$ cat src/rtl/mips_main_control_fsm.sv
// Main control FSM of the multi-cycle MIPS core. It sequences fetch/decode/execute/memory/writeback
// over the shared datapath and drives every enable, mux select and the ALUOp code.
module mips_main_control_fsm #(
    parameter bit          MEM_WAIT_EN = 1'b1,
    parameter int unsigned STATE_W     = 4
) (
    input  logic       clk_i,
    input  logic       rst_ni,
    input  logic [5:0] opcode_i,
    input  logic [5:0] funct_i,
    input  logic       mem_ready_i,
    output logic       pc_write_o,
    output logic       pc_write_cond_o,
    output logic       branch_ne_o,
    output logic       iord_o,
    output logic       mem_read_o,
    output logic       mem_write_o,
    output logic       ir_write_o,
    output logic       reg_write_o,
    output logic [1:0] reg_dst_o,
    output logic [1:0] mem_to_reg_o,
    output logic       alu_src_a_o,
    output logic [1:0] alu_src_b_o,
    output logic [1:0] pc_source_o,
    output logic [2:0] alu_op_o,
    output logic       illegal_o
);

    localparam logic [5:0] OpRType = 6'b000000;
    localparam logic [5:0] OpJ     = 6'b000010;
    localparam logic [5:0] OpJal   = 6'b000011;
    localparam logic [5:0] OpBeq   = 6'b000100;
    localparam logic [5:0] OpBne   = 6'b000101;
    localparam logic [5:0] OpAddi  = 6'b001000;
    localparam logic [5:0] OpSlti  = 6'b001010;
    localparam logic [5:0] OpAndi  = 6'b001100;
    localparam logic [5:0] OpOri   = 6'b001101;
    localparam logic [5:0] OpXori  = 6'b001110;
    localparam logic [5:0] OpLw    = 6'b100011;
    localparam logic [5:0] OpSw    = 6'b101011;

    localparam logic [5:0] FnJr   = 6'b001000;
    localparam logic [5:0] FnJalr = 6'b001001;

    localparam logic [2:0] AluAdd   = 3'b000;
    localparam logic [2:0] AluSub   = 3'b001;
    localparam logic [2:0] AluFunct = 3'b010;
    localparam logic [2:0] AluSlt   = 3'b011;
    localparam logic [2:0] AluAnd   = 3'b100;
    localparam logic [2:0] AluOr    = 3'b101;
    localparam logic [2:0] AluXor   = 3'b110;

    typedef enum logic [STATE_W-1:0] {
        StInit,
        StFetch,
        StDecode,
        StMemAddr,
        StMemRead,
        StMemWb,
        StMemWrite,
        StRExec,
        StRWb,
        StJr,
        StIExec,
        StIWb,
        StBranch,
        StJump,
        StJal
    } state_e;

    // fetch/decode are internal flags: fetch gates PCWrite/IRWrite with MemReady,
    // decode qualifies the Illegal pulse.
    typedef struct packed {
        logic       fetch;
        logic       decode;
        logic       pc_write;
        logic       pc_write_cond;
        logic       branch_ne;
        logic       iord;
        logic       mem_read;
        logic       mem_write;
        logic       reg_write;
        logic [1:0] reg_dst;
        logic [1:0] mem_to_reg;
        logic       alu_src_a;
        logic [1:0] alu_src_b;
        logic [1:0] pc_source;
        logic [2:0] alu_op;
    } ctrl_t;

    state_e     state_q, state_d;
    ctrl_t      ctrl_q, ctrl_d;
    logic [5:0] op_q, op_d;
    logic [5:0] funct_q, funct_d;
    logic       ready;

    function automatic logic is_legal(input logic [5:0] op);
        logic ok;
        ok = 1'b0;
        case (op)
            OpLw, OpSw, OpRType, OpBeq, OpBne, OpJ, OpJal,
            OpAddi, OpAndi, OpOri, OpXori, OpSlti: ok = 1'b1;
            default: ok = 1'b0;
        endcase
        return ok;
    endfunction

    function automatic logic [2:0] imm_alu_op(input logic [5:0] op);
        logic [2:0] aop;
        aop = AluAdd;
        case (op)
            OpAndi:  aop = AluAnd;
            OpOri:   aop = AluOr;
            OpXori:  aop = AluXor;
            OpSlti:  aop = AluSlt;
            default: aop = AluAdd;
        endcase
        return aop;
    endfunction

    // Output image of a state; op/fn are the latched values that state will see.
    function automatic ctrl_t decode_ctrl(input state_e st, input logic [5:0] op,
                                          input logic [5:0] fn);
        ctrl_t c;
        c = '0;
        case (st)
            StFetch: begin
                c.fetch     = 1'b1;
                c.mem_read  = 1'b1;
                c.alu_src_b = 2'b01;
            end
            StDecode: begin
                c.decode    = 1'b1;
                c.alu_src_b = 2'b11;
            end
            StMemAddr: begin
                c.alu_src_a = 1'b1;
                c.alu_src_b = 2'b10;
            end
            StMemRead: begin
                c.mem_read = 1'b1;
                c.iord     = 1'b1;
            end
            StMemWb: begin
                c.reg_write  = 1'b1;
                c.mem_to_reg = 2'b01;
            end
            StMemWrite: begin
                c.mem_write = 1'b1;
                c.iord      = 1'b1;
            end
            StRExec: begin
                c.alu_src_a = 1'b1;
                c.alu_op    = AluFunct;
            end
            StRWb: begin
                c.reg_write = 1'b1;
                c.reg_dst   = 2'b01;
            end
            StJr: begin
                c.pc_write  = 1'b1;
                c.pc_source = 2'b11;
                if (fn == FnJalr) begin
                    c.reg_write  = 1'b1;
                    c.reg_dst    = 2'b01;
                    c.mem_to_reg = 2'b10;
                end
            end
            StIExec: begin
                c.alu_src_a = 1'b1;
                c.alu_src_b = 2'b10;
                c.alu_op    = imm_alu_op(op);
            end
            StIWb: begin
                c.reg_write = 1'b1;
                c.alu_op    = imm_alu_op(op);
            end
            StBranch: begin
                c.alu_src_a     = 1'b1;
                c.alu_op        = AluSub;
                c.pc_write_cond = 1'b1;
                c.pc_source     = 2'b01;
                c.branch_ne     = (op == OpBne);
            end
            StJump: begin
                c.pc_write  = 1'b1;
                c.pc_source = 2'b10;
            end
            StJal: begin
                c.pc_write   = 1'b1;
                c.pc_source  = 2'b10;
                c.reg_write  = 1'b1;
                c.reg_dst    = 2'b10;
                c.mem_to_reg = 2'b10;
            end
            default: c = '0;
        endcase
        return c;
    endfunction

    assign ready = MEM_WAIT_EN ? mem_ready_i : 1'b1;

    always_comb begin
        state_d = state_q;
        op_d    = op_q;
        funct_d = funct_q;
        case (state_q)
            StInit:  state_d = StFetch;
            StFetch: if (ready) state_d = StDecode;
            StDecode: begin
                op_d = opcode_i;
                case (opcode_i)
                    OpLw, OpSw:                              state_d = StMemAddr;
                    OpRType:                                 state_d = StRExec;
                    OpBeq, OpBne:                            state_d = StBranch;
                    OpJ:                                     state_d = StJump;
                    OpJal:                                   state_d = StJal;
                    OpAddi, OpAndi, OpOri, OpXori, OpSlti:   state_d = StIExec;
                    default:                                 state_d = StFetch;
                endcase
            end
            StMemAddr:  state_d = (op_q == OpLw) ? StMemRead : StMemWrite;
            StMemRead:  if (ready) state_d = StMemWb;
            StMemWb:    state_d = StFetch;
            StMemWrite: if (ready) state_d = StFetch;
            StRExec: begin
                funct_d = funct_i;
                state_d = (funct_i == FnJr || funct_i == FnJalr) ? StJr : StRWb;
            end
            StRWb:    state_d = StFetch;
            StJr:     state_d = StFetch;
            StIExec:  state_d = StIWb;
            StIWb:    state_d = StFetch;
            StBranch: state_d = StFetch;
            StJump:   state_d = StFetch;
            StJal:    state_d = StFetch;
            default:  state_d = StInit;
        endcase
        ctrl_d = decode_ctrl(state_d, op_d, funct_d);
    end

    always_ff @(posedge clk_i or negedge rst_ni) begin
        if (!rst_ni) begin
            state_q <= StInit;
            ctrl_q  <= '0;
            op_q    <= '0;
            funct_q <= '0;
        end else begin
            state_q <= state_d;
            ctrl_q  <= ctrl_d;
            op_q    <= op_d;
            funct_q <= funct_d;
        end
    end

    assign pc_write_o      = ctrl_q.pc_write | (ctrl_q.fetch & ready);
    assign ir_write_o      = ctrl_q.fetch & ready;
    assign illegal_o       = ctrl_q.decode & ~is_legal(opcode_i);
    assign pc_write_cond_o = ctrl_q.pc_write_cond;
    assign branch_ne_o     = ctrl_q.branch_ne;
    assign iord_o          = ctrl_q.iord;
    assign mem_read_o      = ctrl_q.mem_read;
    assign mem_write_o     = ctrl_q.mem_write;
    assign reg_write_o     = ctrl_q.reg_write;
    assign reg_dst_o       = ctrl_q.reg_dst;
    assign mem_to_reg_o    = ctrl_q.mem_to_reg;
    assign alu_src_a_o     = ctrl_q.alu_src_a;
    assign alu_src_b_o     = ctrl_q.alu_src_b;
    assign pc_source_o     = ctrl_q.pc_source;
    assign alu_op_o        = ctrl_q.alu_op;

endmodule

$ cat config.mk
export PLATFORM = sky130hd
export DESIGN_NAME = mips_main_control_fsm
export DESIGN_NICKNAME = d
export VERILOG_FILES = /design/src/rtl/mips_main_control_fsm.sv
export SDC_FILE = /design/constraint.sdc
export NUM_CORES = 1
export LEC_CHECK = 0
export CORE_MARGIN = 5
export CORE_UTILIZATION = 45
export CTS_BUF_LIST = sky130_fd_sc_hd__clkbuf_8
export DETAILED_ROUTE_END_ITERATION = 8
export DONT_BUFFER_PORTS = 1
export PLACE_DENSITY = 0.62
export SLEW_MARGIN = 10
export SYNTH_ARGS = -nofsm -noshare
export SYNTH_HDL_FRONTEND = slang
export SYNTH_SLANG_ARGS = --single-unit
$ cat constraint.sdc
create_clock -name clk_i -period 1.9 [get_ports clk_i]
set_input_delay 0.285 -clock clk_i [delete_from_list [all_inputs] [get_ports clk_i]]
set_output_delay 0.285 -clock clk_i [all_outputs]
set_load 0.1 [all_outputs]
### Yosys cells after proc, flatten, opt, wreduce, memory -nomap -nowiden

Cells that the tools add are included.

* bits in registers: 37
* bits of input ports: 15
* output and inout port bits: 21
* word-level logic and storage cells: 112

* eq/ne operators: 48
* muxes and demuxes: 26
* bitwise gates (word level): 4
* reductions and logical operators: 16

Operator list (count)
* 6-bit by 4-bit == test with 1-bit output, second input constant: 12
* 4-bit == test, second input constant: 14
* 4-bit by 3-bit == test with 1-bit output, second input constant: 8
* 4-bit one-hot mux with 8 select lines: 1
* 2-bit one-hot mux with 3 select lines: 4
* 4-bit one-hot mux with 6 select lines: 1
* 6-bit by 3-bit == test with 1-bit output, second input constant: 3
* 6-bit == test, second input constant: 3
* 4-bit by 2-bit == test with 1-bit output, second input constant: 4
* 2-bit OR reduction: 7
* 6-bit by 2-bit == test with 1-bit output, second input constant: 2
* 4-bit two-way mux: 3
* 6-bit two-way mux: 2
* 3-bit one-hot mux with 4 select lines: 1
* 12-bit OR reduction: 1
* 1-bit two-way mux: 9
* 3-bit one-hot mux with 3 select lines: 1
* 4-bit by 1-bit == test with 1-bit output, second input constant: 2
* 4-bit OR reduction: 2
* 8-bit OR reduction: 1
* 6-bit logical NOT: 1
* 5-bit two-way mux: 1
* 5-bit OR reduction: 1
* 4-bit logical NOT: 1
* other kinds (7): 9

### Logic depth before layout (Yosys ltp)

Gate-level depths: netlist of run 1.

* word-level depth: 7
* mapped depth: 8
* mapped depth without buffers: 6

### Worst setup path after synthesis of run 1

OpenSTA, ideal clock, no wires.

* path kind: reg2out
* start: register ctrl_q[20] (netlist name)
* end: output port pc_write_o
* arrival time: 1637 ps
* required time: 1615 ps
* slack: -22 ps
* stages on the path, launching flop included: 3
* buffers on the path: 0
* cell sequence: dfrtp_1 > and2_1 > or2_2

* cells in the longest elaborated chain, start to end: 2

Ends and longest elaborated chain
* start, declared: line 92 `ctrl_t ctrl_q, ctrl_d;`
* start signal, assigned: line 250 `ctrl_q <= ctrl_d;`
* 1-bit bitwise AND
* named net ir_write_o: line 18 `output logic ir_write_o,`
* 1-bit OR: line 256 `assign pc_write_o = ctrl_q.pc_write | (ctrl_q.fetch & ready);`
* end, declared: line 12 `output logic pc_write_o,`

The timed path passes the listed nets, and every way through them passes these cells.

==> flow_summary.ini, run 1 <==
[run_status]
status = finished with violations
violations = setup timing

[logic_synthesis]
synth_top_family_by_area = simple AND/OR/NAND/NOR gates
async_flop_share_pct = 100.0
synth_compound_area_share_pct = 18.05
synth_area_sq_um = 1795
netlist_instances = 186
synth-seq-area-share_pct = 43.21
synth-simple-area-share_pct = 27.67
syn_nets = 201
yosys.cell_types.count = 50
synth.largest_area_cell = dfrtp_1
muxShareOfSynthArea_pct = 0.5575
synth_adder_area_share_pct = 0
ys_warn_count = 0
synthTopCellsByArea = dfrtp_1 (43%), buf_4 (4.6%), nand2_1 (4.4%)
synthXorXnorAreaFrac_pct = 0.9756
synth_top_area_share_pct = 43.21
syn_area_per_cell_sq_um = 9.653
synth_flop_cell = dfrtp_1
ys_ff_latch = 31
synth_edf_count = 0

[setup_path]
ff2ff_path_depth = 6
rr_startpoint = state_q[0]
crit_family = simple AND/OR/NAND/NOR gates
r2r_slack_ns = -0.03
slowest_stage = or4b_1
required_ns = 2.07
start_kind = register
slowest_delay_ns = 0.53
path_max_fanout = 7
crit_type = reg -> reg
path_cells = or4b_1, o211ai_2, o211ai_4, and2_4, nor3b_4, or2_1
critical_path_arrival_ns = 2.10
crit_start = state_q[0]
path_buf_inv = 0
endpoint_kind = register
path_depth = 6

[clocking]
cts-root-buf = clkbuf_8
clkSinkCount = 31
max-clock-path-buffers = 2
clkLatencyLatePin_ns = 0.29
cts_buffers = 5
path_clk_slew_ns = 0.07
tritoncts = done
htree_levels = 2

[power]
seqPwrFrac_pct = 23.1
power_density_nw_per_um2 = 1830
p_leak_nw = 1.120
clkPwrFrac_pct = 15.5
p_int_mw = 2.362
p_total_mw = 4.356
p_sw_mw = 1.994
switching_share_pct = 45.78
vdd_ir_drop_max_v = 0.0007920
share_comb_of_total_power_pct = 61.5

[run]
max-cap-violations = 0

[route]
antenna_left = 0
routed_wl_mm = 4.394
detail_route.wl_per_cell_microns = 15.53
via_count = 1519
via_per_inst = 5.367
drtPass1Iterations = 4
drc = 0
drt_iter0_markers = 113

[sta]
worst_pin_slew_ns = 0.3449
finalWorstPathRequiredPeriod_ns = 1.928
fin_worst_skew_ns = 0.01097
setup_ws_ns = -0.02831
drv_slew = 0
rsz0062_at_grt = true
setup_tns_ns = -0.03232
hold_viol = 0
fmaxAchievable_ghz = 0.5186
fin_crit_sh_pct = 101.5
setup_viol_count_final = 2
slew_headroom_pct = 77.01

[final_layout]
most-common-layout-cells = buf_4 (57), dfrtp_1 (27), nand2_1 (20)
area_growth_pct = 32.54
fin_cells = 283
drive_above_1_share_pct = 41.63
final_common_cell = buf_4
antennaDiodeCount = 0
layout.nets = 247

[floorplan]
coreArea_sq_um = 3943
rows = 23
die_w_microns = 73.17
io_pins = 36
die-area_sq_um = 5353
fp.dieH_microns = 73.17
initial_core_util_pct = 45.54

[grt]
grtUsageTotal_pct = 17.54
grt_overflow = 0
grt_pass1_vias = 1530
grt_pass1_wl_mm = 7.176
antenna_found_initial = 0
grt_max_degree = 32

[placement]
dp_cells = 260
dp_slack_ns = -0.06808
hpwl_mm = 3.154
portBuffers = 0
gp_congestion = 0.8332

[worst_hold_path]
hold_depth = 2
hp-class = in -> reg
min-delay-start = opcode_i[5]
==> power by group through the flow <==
stage               Clock, mW  Sequential (mW)  Combinational [mW]
floorplan                   0             1.24                1.45
global placement            0            0.994                2.24
detailed placement          0             1.00                2.30
CTS                     0.686            0.999                2.47
global route            0.711             1.03                2.85
finish                  0.674             1.00                2.68
==> worst paths after layout <==
kind,endpoint
max,alu_src_b_o[0]
min,op_q[5]
max reg2reg,alu_src_b_o[0]
min reg2reg,op_q[3]
max in group asynchronous,state_q[3]
min in group asynchronous,state_q[0]
==> logic make-up (layout without fill, tap and decap cells) <==
group	count (synthesis)	count (layout)
and+or+nand+nor	89	89
muxes	1	1
buffers and inverters	28	75
DFF	31	31
xor gates and xnor gates	2	2
AOI/OAI and AO/OA	35	35
==> synth_stat cells (2+ instances only) <==
cell type   n
inv_1       5
nand2_1    21
buf_2       8
nor3b_1     3
a2111oi_4   2
or3_1       2
and2_1      2
and3b_1     2
o21ai_0     6
a22o_1      2
nand3b_1    2
buf_6       2
buf_4      11
nand4_1     2
or2_2       2
nor4b_1     2
o31ai_2     2
nor3_1      6
a21oi_1    10
nand2b_1    6
a31oi_1     2
nand3_1     5
nor2_1     17
dfrtp_1    31
nor2b_1     8
==> metal layers <==
layer  part of all wire [%]  GRT usage [%]
met5                      0              0
met4                    2.5          6.967
met3                    7.0          5.372
met2                     54          30.39
met1                     36          19.97
==> per-stage QoR <==
stage               hold WS [ns]  util, %  area [sq um]
floorplan               -0.01059        -          1797
global placement       -0.009555    52.46          2068
detailed placement     -0.009353    52.46          2068
CTS                      0.09326    58.14          2292
global route             0.09751    60.36          2380
finish                   0.09877    60.36          2380
==> sequential cells by signal, indices dropped and copies added, names as in the netlist, 2 cells and up <==
signal	count
ctrl_q	3
mem_to_reg_o	2
alu_src_b_o	2
alu_op_o	3
op_q	6
reg_dst_o	2
state_q	4
pc_source_o	2
==> layout make-up <==
cell class | count | area (sq um)
Timing Repair Buffer | 61 | 489.2
Multi-Input combinational cell | 127 | 904.6
Fill cell | 302 | 1563
Clock buffer | 6 | 82.58
Clock inverter | 2 | 35.03
Sequential cell | 31 | 780.7
Tap cell | 50 | 62.56
Inverter | 6 | 25.02
==> timing repair <==
action	4_1_cts	5_1_grt
resized for setup	5	11
hold buffers	2	0
endpoints found under the hold margin	31	0
pin swaps	4	6
buffers inserted	7	6
setup endpoints to repair	11	16
Power figures use the tool's default switching activity.
==> run 2, diff against run 1 <==
--- a/config.mk
+++ b/config.mk
@@ -11,6 +11,7 @@
 export DETAILED_ROUTE_END_ITERATION = 8
 export DONT_BUFFER_PORTS = 1
 export PLACE_DENSITY = 0.62
+export RECOVER_POWER = 50
 export SLEW_MARGIN = 10
 export SYNTH_ARGS = -nofsm -noshare
 export SYNTH_HDL_FRONTEND = slang
==> flow_summary.ini, run 2 (synthesized netlist as in run 1, its figures left out) <==
[run_status]
status = finished with violations
violations = setup timing

[route]
via_per_inst = 5.364
drtPass1Iterations = 4
wl_met2_mm = 2.382
antenna_left = 0
drt-met1-wl_mm = 1.644
wl_met3_microns = 310
routed_wl_mm = 4.438
detail_route.wl_per_cell_microns = 15.68
drc = 0
routed.top_layer = met4
via_count = 1518
drt_iter0_markers = 99

[sta]
rsz0062_at_grt = true
finalWorstPathRequiredPeriod_ns = 1.930
setup_viol_count_final = 1
setup_tns_ns = -0.02964
worst_pin_slew_ns = 0.7607
slew_headroom_pct = 49.29
drv_slew = 0
fmaxAchievable_ghz = 0.5182
fin_worst_skew_ns = 0.009417
setup_ws_ns = -0.02964
hold_viol = 0
fin_crit_sh_pct = 101.6

[clocking]
clkLatencyLatePin_ns = 0.29
max-clock-path-buffers = 2
cts_buffers = 5
cts-root-buf = clkbuf_8
clkSinkCount = 31
htree_levels = 2
path_clk_slew_ns = 0.07
tritoncts = done

[setup_path]
slowest_delay_ns = 0.53
crit_type = reg -> reg
r2r_slack_ns = -0.03
worstReg2RegEnd = alu_src_b_o[0]
critical_path_arrival_ns = 2.10
rr_startpoint = state_q[0]
path_cells = or4b_1, o211ai_2, o211ai_4, and2_4, nor3b_4, or2_1
endpoint_kind = register
path_max_fanout = 7
crit_start = state_q[0]
path_buf_inv = 0
ff2ff_path_depth = 6
start_kind = register
crit_family = simple AND/OR/NAND/NOR gates
required_ns = 2.07
slowest_stage = or4b_1

[floorplan]
rows = 23
die-area_sq_um = 5353
die_w_microns = 73.17
io_pins = 36
fp.dieH_microns = 73.17
coreArea_sq_um = 3943
initial_core_util_pct = 45.54

[power]
share_comb_of_total_power_pct = 61.3
vdd_ir_drop_max_v = 0.0007916
p_int_mw = 2.345
clkPwrFrac_pct = 15.5
seqPwrFrac_pct = 23.2
p_sw_mw = 1.997
power_density_nw_per_um2 = 1844
p_leak_nw = 1.112
switching_share_pct = 45.99

[grt]
grt_max_degree = 32
antenna_found_initial = 0
grt_pass1_vias = 1530
grt_pass1_wl_mm = 7.176
grt_overflow = 0
grtUsageTotal_pct = 17.54

[final_layout]
area_growth_pct = 31.15
post-route-util_pct = 59.73
largest_registers = op_q (6), state_q (4)
layout.nets = 247
drive_above_1_share_pct = 41.63
top_register = op_q
largest_reg_flops = 6
most-common-layout-cells = buf_4 (53), dfrtp_1 (27), nand2_1 (20)
antennaDiodeCount = 0
final_common_cell = buf_4

[worst_hold_path]
worstHoldEndpoint = op_q[5]
hold_depth = 2
hp-class = in -> reg
min-delay-start = opcode_i[5]

[run]
max-cap-violations = 0

[placement]
hpwl_mm = 3.154
gp_congestion = 0.8332
portBuffers = 0
[run 2: worst register-to-register path, cell delays in order (launching register included)]
cell and delay [ns]:
dfrtp_2 0.45, or4b_1 0.53, o211ai_2 0.11, o211ai_4 0.15, and2_4 0.20, nor3b_4 0.15, or2_1 0.22
[run 2: worst max path at each step]
stage / end / cells after the start
final: alu_src_b_o[0] / 6
after global routing: alu_src_b_o[0] / 6
after CTS: alu_src_b_o[0] / 7
after detailed placement: alu_src_b_o[0] / 7
after global placement: alu_src_a_o / 6
after floorplan: illegal_o / 5
[run 2: cell type report]
class                      count  area, sq um
timing repair buffer          61        464.2
tap                           50        62.56
clock inverter                 2        35.03
clock buffer                   6        82.58
sequential                    31        780.7
fill                         306         1588
multi-input combinational    127        904.6
inverter                       6        25.02
[run 2: stage by stage]
| stage | setup WS, ns | total power, mW | hold WS, ns | cells | instance area, sq um |
|---|---|---|---|---|---|
| 2_1_floorplan | 0.04858 | 2.685 | -0.01059 | 186 | 1797 |
| 3_3_place_gp | -0.008525 | 3.233 | -0.009555 | 260 | 2068 |
| 3_5_place_dp | -0.06808 | 3.303 | -0.009353 | 260 | 2068 |
| 4_1_cts | -0.009256 | 4.153 | 0.09326 | 277 | 2292 |
| 5_1_grt | -0.08983 | 4.573 | 0.09751 | 283 | 2355 |
| 6_report | -0.02964 | 4.342 | 0.1004 | 283 | 2355 |
[run 2: power by group through the flow]
| stage | sequential [mW] | clock [mW] | combinational [mW] |
|---|---|---|---|
| final | 1.01 | 0.672 | 2.66 |
| after global routing | 1.03 | 0.711 | 2.83 |
| after CTS | 0.999 | 0.686 | 2.47 |
| after detailed placement | 1.00 | 0 | 2.30 |
| after global placement | 0.994 | 0 | 2.24 |
| after floorplan | 1.24 | 0 | 1.45 |
[run 2: routing by layer]
layer	GRT usage (%)	up-vias
li1	-	726
met1	19.97	731
met2	30.39	51
met3	5.372	10
met4	6.967	0
met5	0	-
[run 2: timing repair]
item                                   4_1_cts  5_1_grt
setup endpoints to repair                   11       16
buffers inserted                             7        6
hold buffers                                 2        0
endpoints found under the hold margin       31        0
resized for setup                            5       11
pin swaps                                    4        6
==> run 3, diff against run 2 <==
--- a/config.mk
+++ b/config.mk
@@ -5,12 +5,13 @@
 export SDC_FILE = /design/constraint.sdc
 export NUM_CORES = 1
 export LEC_CHECK = 0
-export CORE_MARGIN = 5
+export CORE_ASPECT_RATIO = 0.7
+export CORE_MARGIN = 8
 export CORE_UTILIZATION = 45
 export CTS_BUF_LIST = sky130_fd_sc_hd__clkbuf_8
 export DETAILED_ROUTE_END_ITERATION = 8
 export DONT_BUFFER_PORTS = 1
-export PLACE_DENSITY = 0.62
+export PLACE_DENSITY = 0.72
 export RECOVER_POWER = 50
 export SLEW_MARGIN = 10
 export SYNTH_ARGS = -nofsm -noshare
==> flow_summary.ini, run 3 (synthesized netlist as in run 1, its figures left out) <==
[run_status]
status = finished clean

[sta]
setup_ws_ns = 0.01982
hold_viol = 0
slew_headroom_pct = 48.87
rsz0062_at_grt = true
fin_worst_skew_ns = 0.01317
finalWorstPathRequiredPeriod_ns = 1.880
fmaxAchievable_ghz = 0.5319
worst_pin_slew_ns = 0.7669
setup_tns_ns = 0
drv_slew = 0
fin_crit_sh_pct = 98.96
setup_viol_count_final = 0

[final_layout]
drive_above_1_share_pct = 39.01
post-route-util_pct = 59.86
largest_registers = op_q (6), state_q (4)
most-common-layout-cells = buf_4 (41), dfrtp_1 (29), nand2_1 (20)
final_cell_area_sq_um = 2320
nFillCells = 324
top_register = op_q
final_common_cell = buf_4
area_growth_pct = 29.20
layout.nets = 237
largest_reg_flops = 6
antennaDiodeCount = 0

[clocking]
tritoncts = done
clkLatencyLatePin_ns = 0.29
clkSinkCount = 31
cts_buffers = 5
max-clock-path-buffers = 2
htree_levels = 2
cts-root-buf = clkbuf_8
path_clk_slew_ns = 0.07

[power]
vdd_ir_drop_max_v = 0.001099
p_leak_nw = 1.068
power_density_nw_per_um2 = 1854

[floorplan]
die_w_microns = 91.50
rows = 19
fp.dieH_microns = 68.85
initial_core_util_pct = 46.34
io_pins = 36
coreArea_sq_um = 3875
die-area_sq_um = 6299

[setup_path]
endpoint_kind = register
critical_path_arrival_ns = 2.06
crit_family = simple AND/OR/NAND/NOR gates
slowest_stage = or4b_4
start_kind = register
path_max_fanout = 9
crit_type = reg -> reg
path_cells = or4b_4, o211ai_2, o211ai_4, and2_4, nor3b_4, or2_1
path_buf_inv = 0
slowest_delay_ns = 0.50
required_ns = 2.08

[placement]
dpl_cell_area_sq_um = 2033
portBuffers = 0
dp_slack_ns = -0.01069
hpwl_mm = 3.185
gp_congestion = 0.8818

[grt]
grt_pass1_wl_mm = 6.893
grt_pass1_vias = 1365
antenna_found_initial = 0
grt_overflow = 0
grtUsageTotal_pct = 14.09
grt_max_degree = 32

[route]
drtPass1Iterations = 4
antenna_left = 0
drc = 0
via_count = 1471
drt_iter0_markers = 169
via_per_inst = 5.349
routed_wl_mm = 4.681
detail_route.wl_per_cell_microns = 17.02

[run]
max-cap-violations = 0

[worst_hold_path]
hp-class = in -> reg
[run 3: worst paths after layout]
check / from / end / slack [ns] / cells after the start
setup / recovery: state_q[2] / alu_src_b_o[0] / 0.02 / 6
min in group asynchronous: rst_ni / mem_write_o / 0.60 / 2
setup reg to reg: state_q[2] / alu_src_b_o[0] / 0.02 / 6
hold reg to reg: op_q[5] / op_q[5] / 0.52 / 2
hold / removal: opcode_i[4] / op_q[4] / 0.11 / 2
max in group asynchronous: rst_ni / state_q[1] / 0.76 / 2
[run 3: final cells by class]
type	count	area, sq um	area share (%)
repair buffers	51	396.6	17.10
clock inverters	2	35.03	1.510
multi-input cells	127	939.7	40.51
flip-flops and latches	31	778.2	33.55
clock buffers	6	82.58	3.560
inverters	6	22.52	0.9709
well taps	52	65.06	2.805
[run 3: report_power, final]
part           internal, mW  switching, mW
registers             0.858          0.142
logic                 0.996           1.63
clock network         0.424          0.255
total                  2.28           2.02
[run 3: through the flow]
| stage | hold slack (ns) | cells | total power, mW |
|---|---|---|---|
| floorplan | -0.01059 | 186 | 2.685 |
| global placement | -0.009429 | 257 | 3.193 |
| detailed placement | -0.009338 | 257 | 3.223 |
| CTS | 0.1086 | 270 | 3.997 |
| global route | 0.1197 | 275 | 4.519 |
| finish | 0.1113 | 275 | 4.301 |
[run 3: what timing repair did]
action / CTS / global route
pin swaps: 1 / 6
setup buffers: 3 / 5
endpoints found under the hold margin: 31 / 0
endpoints found under the setup margin: 7 / 14
hold buffers: 2 / 0
resized for setup: 4 / 16
[run 3: layer usage]
| layer | vias up | wire length [microns] | track usage, % |
|---|---|---|---|
| met5 | - | 0 | 0 |
| met4 | 0 | 60 | 4.260 |
| met3 | 10 | 285 | 4.541 |
| met2 | 52 | 2307 | 22.72 |
| met1 | 705 | 2028 | 17.92 |
| li1 | 704 | - | - |
